**src/rtl/rggen_host_if_apb_ctrl.sv**
```systemverilog
`default_nettype none
// ============================================================================
// Module   : rggen_host_if_apb_ctrl
// Purpose  : Registered APB slave front-end with base decode, alignment check,
//            response capture and optional BUSY timeout (RGGEN_APB_TIMEOUT_EN).
// Revision : 1.0 - initial release
// ============================================================================
module rggen_host_if_apb_ctrl #(
    parameter int                         ADDRESS_WIDTH       = 32,
    parameter int                         LOCAL_ADDRESS_WIDTH = 16,
    parameter int                         DATA_WIDTH          = 32,
    parameter logic [ADDRESS_WIDTH-1:0]   BASE_ADDRESS        = '0,
    parameter int                         TIMEOUT_CYCLES      = 256
) (
    input  logic                             clk,
    input  logic                             rst,
    input  logic                             psel,
    input  logic                             penable,
    input  logic [ADDRESS_WIDTH-1:0]         paddr,
    input  logic                             pwrite,
    input  logic [DATA_WIDTH-1:0]            pwdata,
    input  logic [DATA_WIDTH/8-1:0]          pstrb,
    output logic                             pready,
    output logic [DATA_WIDTH-1:0]            prdata,
    output logic                             pslverr,
    output logic                             bus_request,
    output logic [LOCAL_ADDRESS_WIDTH-1:0]   bus_address,
    output logic                             bus_direction,
    output logic [DATA_WIDTH-1:0]            bus_write_data,
    output logic [DATA_WIDTH/8-1:0]          bus_write_strobe,
    input  logic                             bus_done,
    input  logic [DATA_WIDTH-1:0]            bus_read_data,
    input  logic [1:0]                       bus_status
);

    localparam int c_strb_width = DATA_WIDTH / 8;
    localparam int c_align_bits = $clog2(c_strb_width);

    typedef enum logic [1:0] {
        ST_IDLE = 2'd0,
        ST_BUSY = 2'd1,
        ST_RESP = 2'd2
    } state_t;

    state_t                  r_state;
    state_t                  w_state_next;
    logic                    w_setup;
    logic                    w_base_hit;
    logic                    w_aligned;
    logic                    w_decode_ok;
    logic                    w_abort;
    logic                    w_timeout;
    logic                    r_aborted;
    logic                    r_err;
    logic [DATA_WIDTH-1:0]   r_rdata;
    logic                    w_unused_status;

    if (TIMEOUT_CYCLES < 1) begin : g_timeout_range
        $error("TIMEOUT_CYCLES must be at least 1");
    end

    if ((DATA_WIDTH % 8) != 0 || DATA_WIDTH < 8) begin : g_data_width_range
        $error("DATA_WIDTH must be a non-zero multiple of 8");
    end

    // Only bit 1 of the downstream status carries meaning.
    assign w_unused_status = bus_status[0];

    assign w_setup = psel & ~penable;

    if (LOCAL_ADDRESS_WIDTH < ADDRESS_WIDTH) begin : g_base
        assign w_base_hit = (paddr[ADDRESS_WIDTH-1:LOCAL_ADDRESS_WIDTH] ==
                             BASE_ADDRESS[ADDRESS_WIDTH-1:LOCAL_ADDRESS_WIDTH]);
    end else begin : g_no_base
        assign w_base_hit = 1'b1;
    end

    if (c_align_bits > 0) begin : g_align
        assign w_aligned = (paddr[c_align_bits-1:0] == '0);
    end else begin : g_no_align
        assign w_aligned = 1'b1;
    end

    assign w_decode_ok = w_base_hit & w_aligned;

    // A master that lets go of psel mid-access forfeits the response.
    assign w_abort = r_aborted | ~psel;

`ifdef RGGEN_APB_TIMEOUT_EN
    localparam int                      c_count_width = $clog2(TIMEOUT_CYCLES + 1);
    localparam logic [c_count_width-1:0] c_count_one   = 1;
    localparam logic [c_count_width-1:0] c_count_limit = c_count_width'(TIMEOUT_CYCLES);

    logic [c_count_width-1:0] r_count;

    always_ff @(posedge clk or posedge rst) begin
        if (rst) begin
            r_count <= '0;
        end else if (r_state == ST_BUSY) begin
            r_count <= r_count + c_count_one;
        end else begin
            r_count <= '0;
        end
    end

    // Expiry is the cycle in which the counter would step onto the limit.
    assign w_timeout = (r_state == ST_BUSY) && ((r_count + c_count_one) == c_count_limit);
`else
    assign w_timeout = 1'b0;
`endif

    always_ff @(posedge clk or posedge rst) begin
        if (rst) begin
            r_state <= ST_IDLE;
        end else begin
            r_state <= w_state_next;
        end
    end

    always_comb begin
        w_state_next = r_state;
        case (r_state)
            ST_IDLE: begin
                if (w_setup) begin
                    w_state_next = w_decode_ok ? ST_BUSY : ST_RESP;
                end
            end
            ST_BUSY: begin
                if (bus_done || w_timeout) begin
                    w_state_next = w_abort ? ST_IDLE : ST_RESP;
                end
            end
            ST_RESP: begin
                w_state_next = ST_IDLE;
            end
            default: begin
                w_state_next = ST_IDLE;
            end
        endcase
    end

    always_ff @(posedge clk or posedge rst) begin
        if (rst) begin
            bus_request <= 1'b0;
        end else begin
            bus_request <= (w_state_next == ST_BUSY);
        end
    end

    always_ff @(posedge clk or posedge rst) begin
        if (rst) begin
            bus_address      <= '0;
            bus_direction    <= 1'b0;
            bus_write_data   <= '0;
            bus_write_strobe <= '0;
            r_aborted        <= 1'b0;
            r_err            <= 1'b0;
            r_rdata          <= '0;
        end else begin
            if (r_state == ST_IDLE && w_setup) begin
                bus_address      <= paddr[LOCAL_ADDRESS_WIDTH-1:0];
                bus_direction    <= pwrite;
                bus_write_data   <= pwdata;
                bus_write_strobe <= pwrite ? pstrb : '0;
                r_aborted        <= 1'b0;
                if (!w_decode_ok) begin
                    r_err   <= 1'b1;
                    r_rdata <= '0;
                end
            end
            if (r_state == ST_BUSY) begin
                if (!psel) begin
                    r_aborted <= 1'b1;
                end
                // A completion landing in the expiry cycle takes priority.
                if (bus_done) begin
                    r_err   <= bus_status[1];
                    r_rdata <= bus_direction ? '0 : bus_read_data;
                end else if (w_timeout) begin
                    r_err   <= 1'b1;
                    r_rdata <= '0;
                end
            end
        end
    end

    assign pready  = (r_state == ST_RESP);
    assign pslverr = pready & r_err;
    assign prdata  = (pready && !r_err) ? r_rdata : '0;

endmodule
`default_nettype wire

```
**config.mk**
```make
export PLATFORM = sky130hd
export DESIGN_NAME = rggen_host_if_apb_ctrl
export DESIGN_NICKNAME = d
export VERILOG_FILES = /design/src/rtl/rggen_host_if_apb_ctrl.sv
export SDC_FILE = /design/constraint.sdc
export NUM_CORES = 1
export LEC_CHECK = 0
export ABC_AREA = 1
export CAP_MARGIN = 20
export CORE_ASPECT_RATIO = 1.25
export CORE_UTILIZATION = 41
export CTS_CLUSTER_DIAMETER = 40
export DETAILED_ROUTE_END_ITERATION = 16
export PLACE_DENSITY_LB_ADDON = 0.12
export SYNTH_ARGS = -nofsm -noshare
export SYNTH_HDL_FRONTEND = slang
export SYNTH_SLANG_ARGS = --single-unit
```
**constraint.sdc**
```tcl
create_clock -name clk -period 3.3 [get_ports clk]
set_clock_uncertainty 0.1 [all_clocks]
set_input_delay 0.495 -clock clk [delete_from_list [all_inputs] [get_ports clk]]
set_output_delay 0.495 -clock clk [all_outputs]
set_load 0.01 [all_outputs]
```
==> results.cfg <==
[run_status]
run_status = complete, no violations

[floorplanning]
core_region_area_sq_um = 9610
floorplan.die_area_sq_um = 10300
die_height_microns = 113
floorplan.io_pins = 196
std_cell_rows = 40
start_util_pct = 42.2
chipWidth_microns = 90.9

[sta]
max_slew_margin_pct = 50.4
slew_at_the_pin_with_the_worst_max_slew_slack_ns = 0.743
timing_max_transition_violations_final = 0
finalSetupTns_ns = 0
finalHoldWorstSlack_ns = 0.380
unrepaired_setup_endpoints_after_global_routing = false
final_hold_viol_count = 0
timing.fmax_ghz = 0.390
post-route-min-period_ns = 2.56
layout_worst_path_cycle_share_pct = 77.7
setup-violations-final = 0

[clocking]
post_cts.repair.setup_buffers = 0
cts_repair_resize_count = 0
ctsHoldBuffers = 0
cts_inserted_buffers = 9
path_clk_slew_ns = 0.06
cts_htree_levels = 3
cts_tree = done
clk_path_buf_depth = 2
clk_latency_ns = 0.33
clock-sinks = 90
clockRootBuffer = sky130_fd_sc_hd__clkbuf_16

[worst_setup_path]
worst_ep_required_time_ns = 2.70
cp_max_fo = 32
reg2reg_setup_slack_ns = 1.68
critPathKind = flop to primary output
timing.reg2reg.worst_path_depth = 6
timing.rr.end = r_rdata[30]
critical_path.endpoint_type = primary output
worst_ep_arrival_time_ns = 1.97
r2r-start = r_state[0]
worstSetupStartpointType = flop

[layout]
num-nets-final = 833
fraction_of_final_layout_cells_with_drive_strength_greater_than_1_pct = 3.97
final_util_pct = 66.6
seq_area_sq_um = 2250
final.fill_count = 842
multi_input_comb_area_sq_um = 1360
layout.cells.most_common = sky130_fd_sc_hd__nand2_1
layout_common_cells = sky130_fd_sc_hd__nand2_1, sky130_fd_sc_hd__clkdlybuf4s50_1, sky130_fd_sc_hd__dfrtp_1
design_area_sq_um = 6400
area_growth_syn_to_layout_pct = 58.0
num_antenna_cells = 0

[detailed_routing]
detailroute.via_count = 3768
post-route-drc-count = 0
initialDrtViolationCount = 176
detail_route.wl_per_cell_microns = 12.1
avgViaCountPerCell = 4.40
detail-route-antenna-nets = 0
wl_mm = 10.4
drt_first_pass_iters = 4

[yosys]
synth-adder-area-share_pct = 0
ys_seq_elements = 90
synth_top_area_share_pct = 55.6
synth-simple-area-share_pct = 32.2
post_synth.cell_area_avg_sq_um = 7.53
yosysTopAreaCell = sky130_fd_sc_hd__dfrtp_1
synth_compound_area_share_pct = 1.45
synth.top_cells.by_area = sky130_fd_sc_hd__dfrtp_1, sky130_fd_sc_hd__nand2_1, sky130_fd_sc_hd__inv_1, sky130_fd_sc_hd__nor2_1, sky130_fd_sc_hd__buf_6
ys_seq_area_share_pct = 55.6
post_synth_xor_area_fraction_pct = 0
synth-warning-count = 0
postSynthNetCount = 646
synth.lib_cells_used.distinct = 20
synth_top_family_by_area = simple AND/OR/NAND/NOR gates
post_synth_mux_area_share_pct = 0
netlist_instances = 538
netlist_area_sq_um = 4050

[hold_path]
sink_of_the_worst_hold_path = bus_address[5]
path_class_of_the_lowest_slack_min_delay_path = flop to flop
min_from = bus_address[5]
worst_hold_path.num_cells = 2

[global_routing]
globalRouteTotalUtil_pct = 21.2
globalRouteOverflowTotal = 0
grt_pass1_wl_mm = 17.4
grt_max_degree = 62
grt_antenna_before_repair = 0
grt_pass1_vias = 3748

[placement]
place_hpwl_mm = 7.15
place_area_sq_um = 6050
routabilityCongestion = 0.746
place.port_buffers = 194

[power]
ir_drop_mv = 0.332
power.leakage_nw = 3.26
pwr_density_cell_nw_per_um2 = 468

[job]
timing.max_cap.violations = 0
## worst max-delay path, stage by stage (launching register included)
cell and delay [ns]:
sky130_fd_sc_hd__dfrtp_1 0.38, sky130_fd_sc_hd__inv_1 0.08, sky130_fd_sc_hd__nor2_1 0.14, sky130_fd_sc_hd__nand2_1 0.07, sky130_fd_sc_hd__buf_4 0.25, sky130_fd_sc_hd__nor2_1 0.16, sky130_fd_sc_hd__clkdlybuf4s50_1 0.56
## sequential cells by signal, summed over array words and instances (netlist names)
signal            count
bus_write_data       32
r_rdata              32
bus_request           1
r_aborted             1
bus_address          16
r_err                 1
r_state               2
bus_write_strobe      4
bus_direction         1
## synthesized netlist by cell type
| cell type | number |
|---|---|
| sky130_fd_sc_hd__nand3_2 | 1 |
| sky130_fd_sc_hd__nand2_1 | 285 |
| sky130_fd_sc_hd__and2_0 | 1 |
| sky130_fd_sc_hd__o21ai_0 | 7 |
| sky130_fd_sc_hd__nand2_4 | 1 |
| sky130_fd_sc_hd__nor3_1 | 1 |
| sky130_fd_sc_hd__nand3_1 | 2 |
| sky130_fd_sc_hd__buf_2 | 6 |
| sky130_fd_sc_hd__nand2_2 | 1 |
| sky130_fd_sc_hd__inv_1 | 73 |
| sky130_fd_sc_hd__nor2_4 | 1 |
| sky130_fd_sc_hd__buf_6 | 7 |
| sky130_fd_sc_hd__buf_4 | 2 |
| sky130_fd_sc_hd__nor2_2 | 1 |
| sky130_fd_sc_hd__nor2_1 | 45 |
| sky130_fd_sc_hd__o22ai_1 | 3 |
| sky130_fd_sc_hd__dfrtp_1 | 90 |
| sky130_fd_sc_hd__clkbuf_1 | 8 |
| sky130_fd_sc_hd__a21oi_1 | 1 |
| sky130_fd_sc_hd__inv_2 | 2 |
## cell type report
| cell class | instances | share of cell area [%] |
|---|---|---|
| clock buffer | 11 | 3.95 |
| multi-input combinational | 350 | 21.3 |
| tap | 126 | 2.46 |
| timing repair buffer | 199 | 31.1 |
| inverter | 75 | 4.44 |
| sequential | 90 | 35.2 |
| clock inverter | 5 | 1.56 |
## cell families after synthesis
group | after synthesis
flip-flops | 90
buffers and inverters | 98
AO/OA/AOI/OAI | 11
AND/OR/NAND/NOR | 339
## power breakdown
part,switching (mW),internal [mW]
Clock,0.409,0.779
Combinational,0.222,0.327
Sequential,0.0564,1.20
## metal layers
metal | up-vias | wire length [microns] | track usage (%)
li1 | 1918 | - | -
met3 | 23 | 764 | 6.05
met1 | 1698 | 4320 | 24.2
met2 | 129 | 5000 | 36.6
met5 | - | 0 | 0
met4 | 0 | 315 | 10.4
## through the flow
stage,setup slack (ns),std cells,total power [mW]
after CTS,0.725,856,3.03
after global routing,0.638,856,3.13
final,0.736,856,3.00
after floorplan,0.370,538,1.46
after global placement,1.16,840,1.82
after detailed placement,1.09,840,1.83
## worst max-delay path by stage
stage                endpoint  slack [ns]  depth (start not counted)        from
5_1_grt            prdata[11]        0.64                          6  r_state[1]
6_report           prdata[11]        0.74                          6  r_state[1]
2_1_floorplan  bus_address[0]        0.37                          1         rst
4_1_cts            prdata[11]        0.72                          6  r_state[1]
3_3_place_gp       prdata[23]        1.16                          6  r_state[1]
3_5_place_dp       prdata[11]        1.09                          6  r_state[1]
Power figures use the tool's default switching activity.
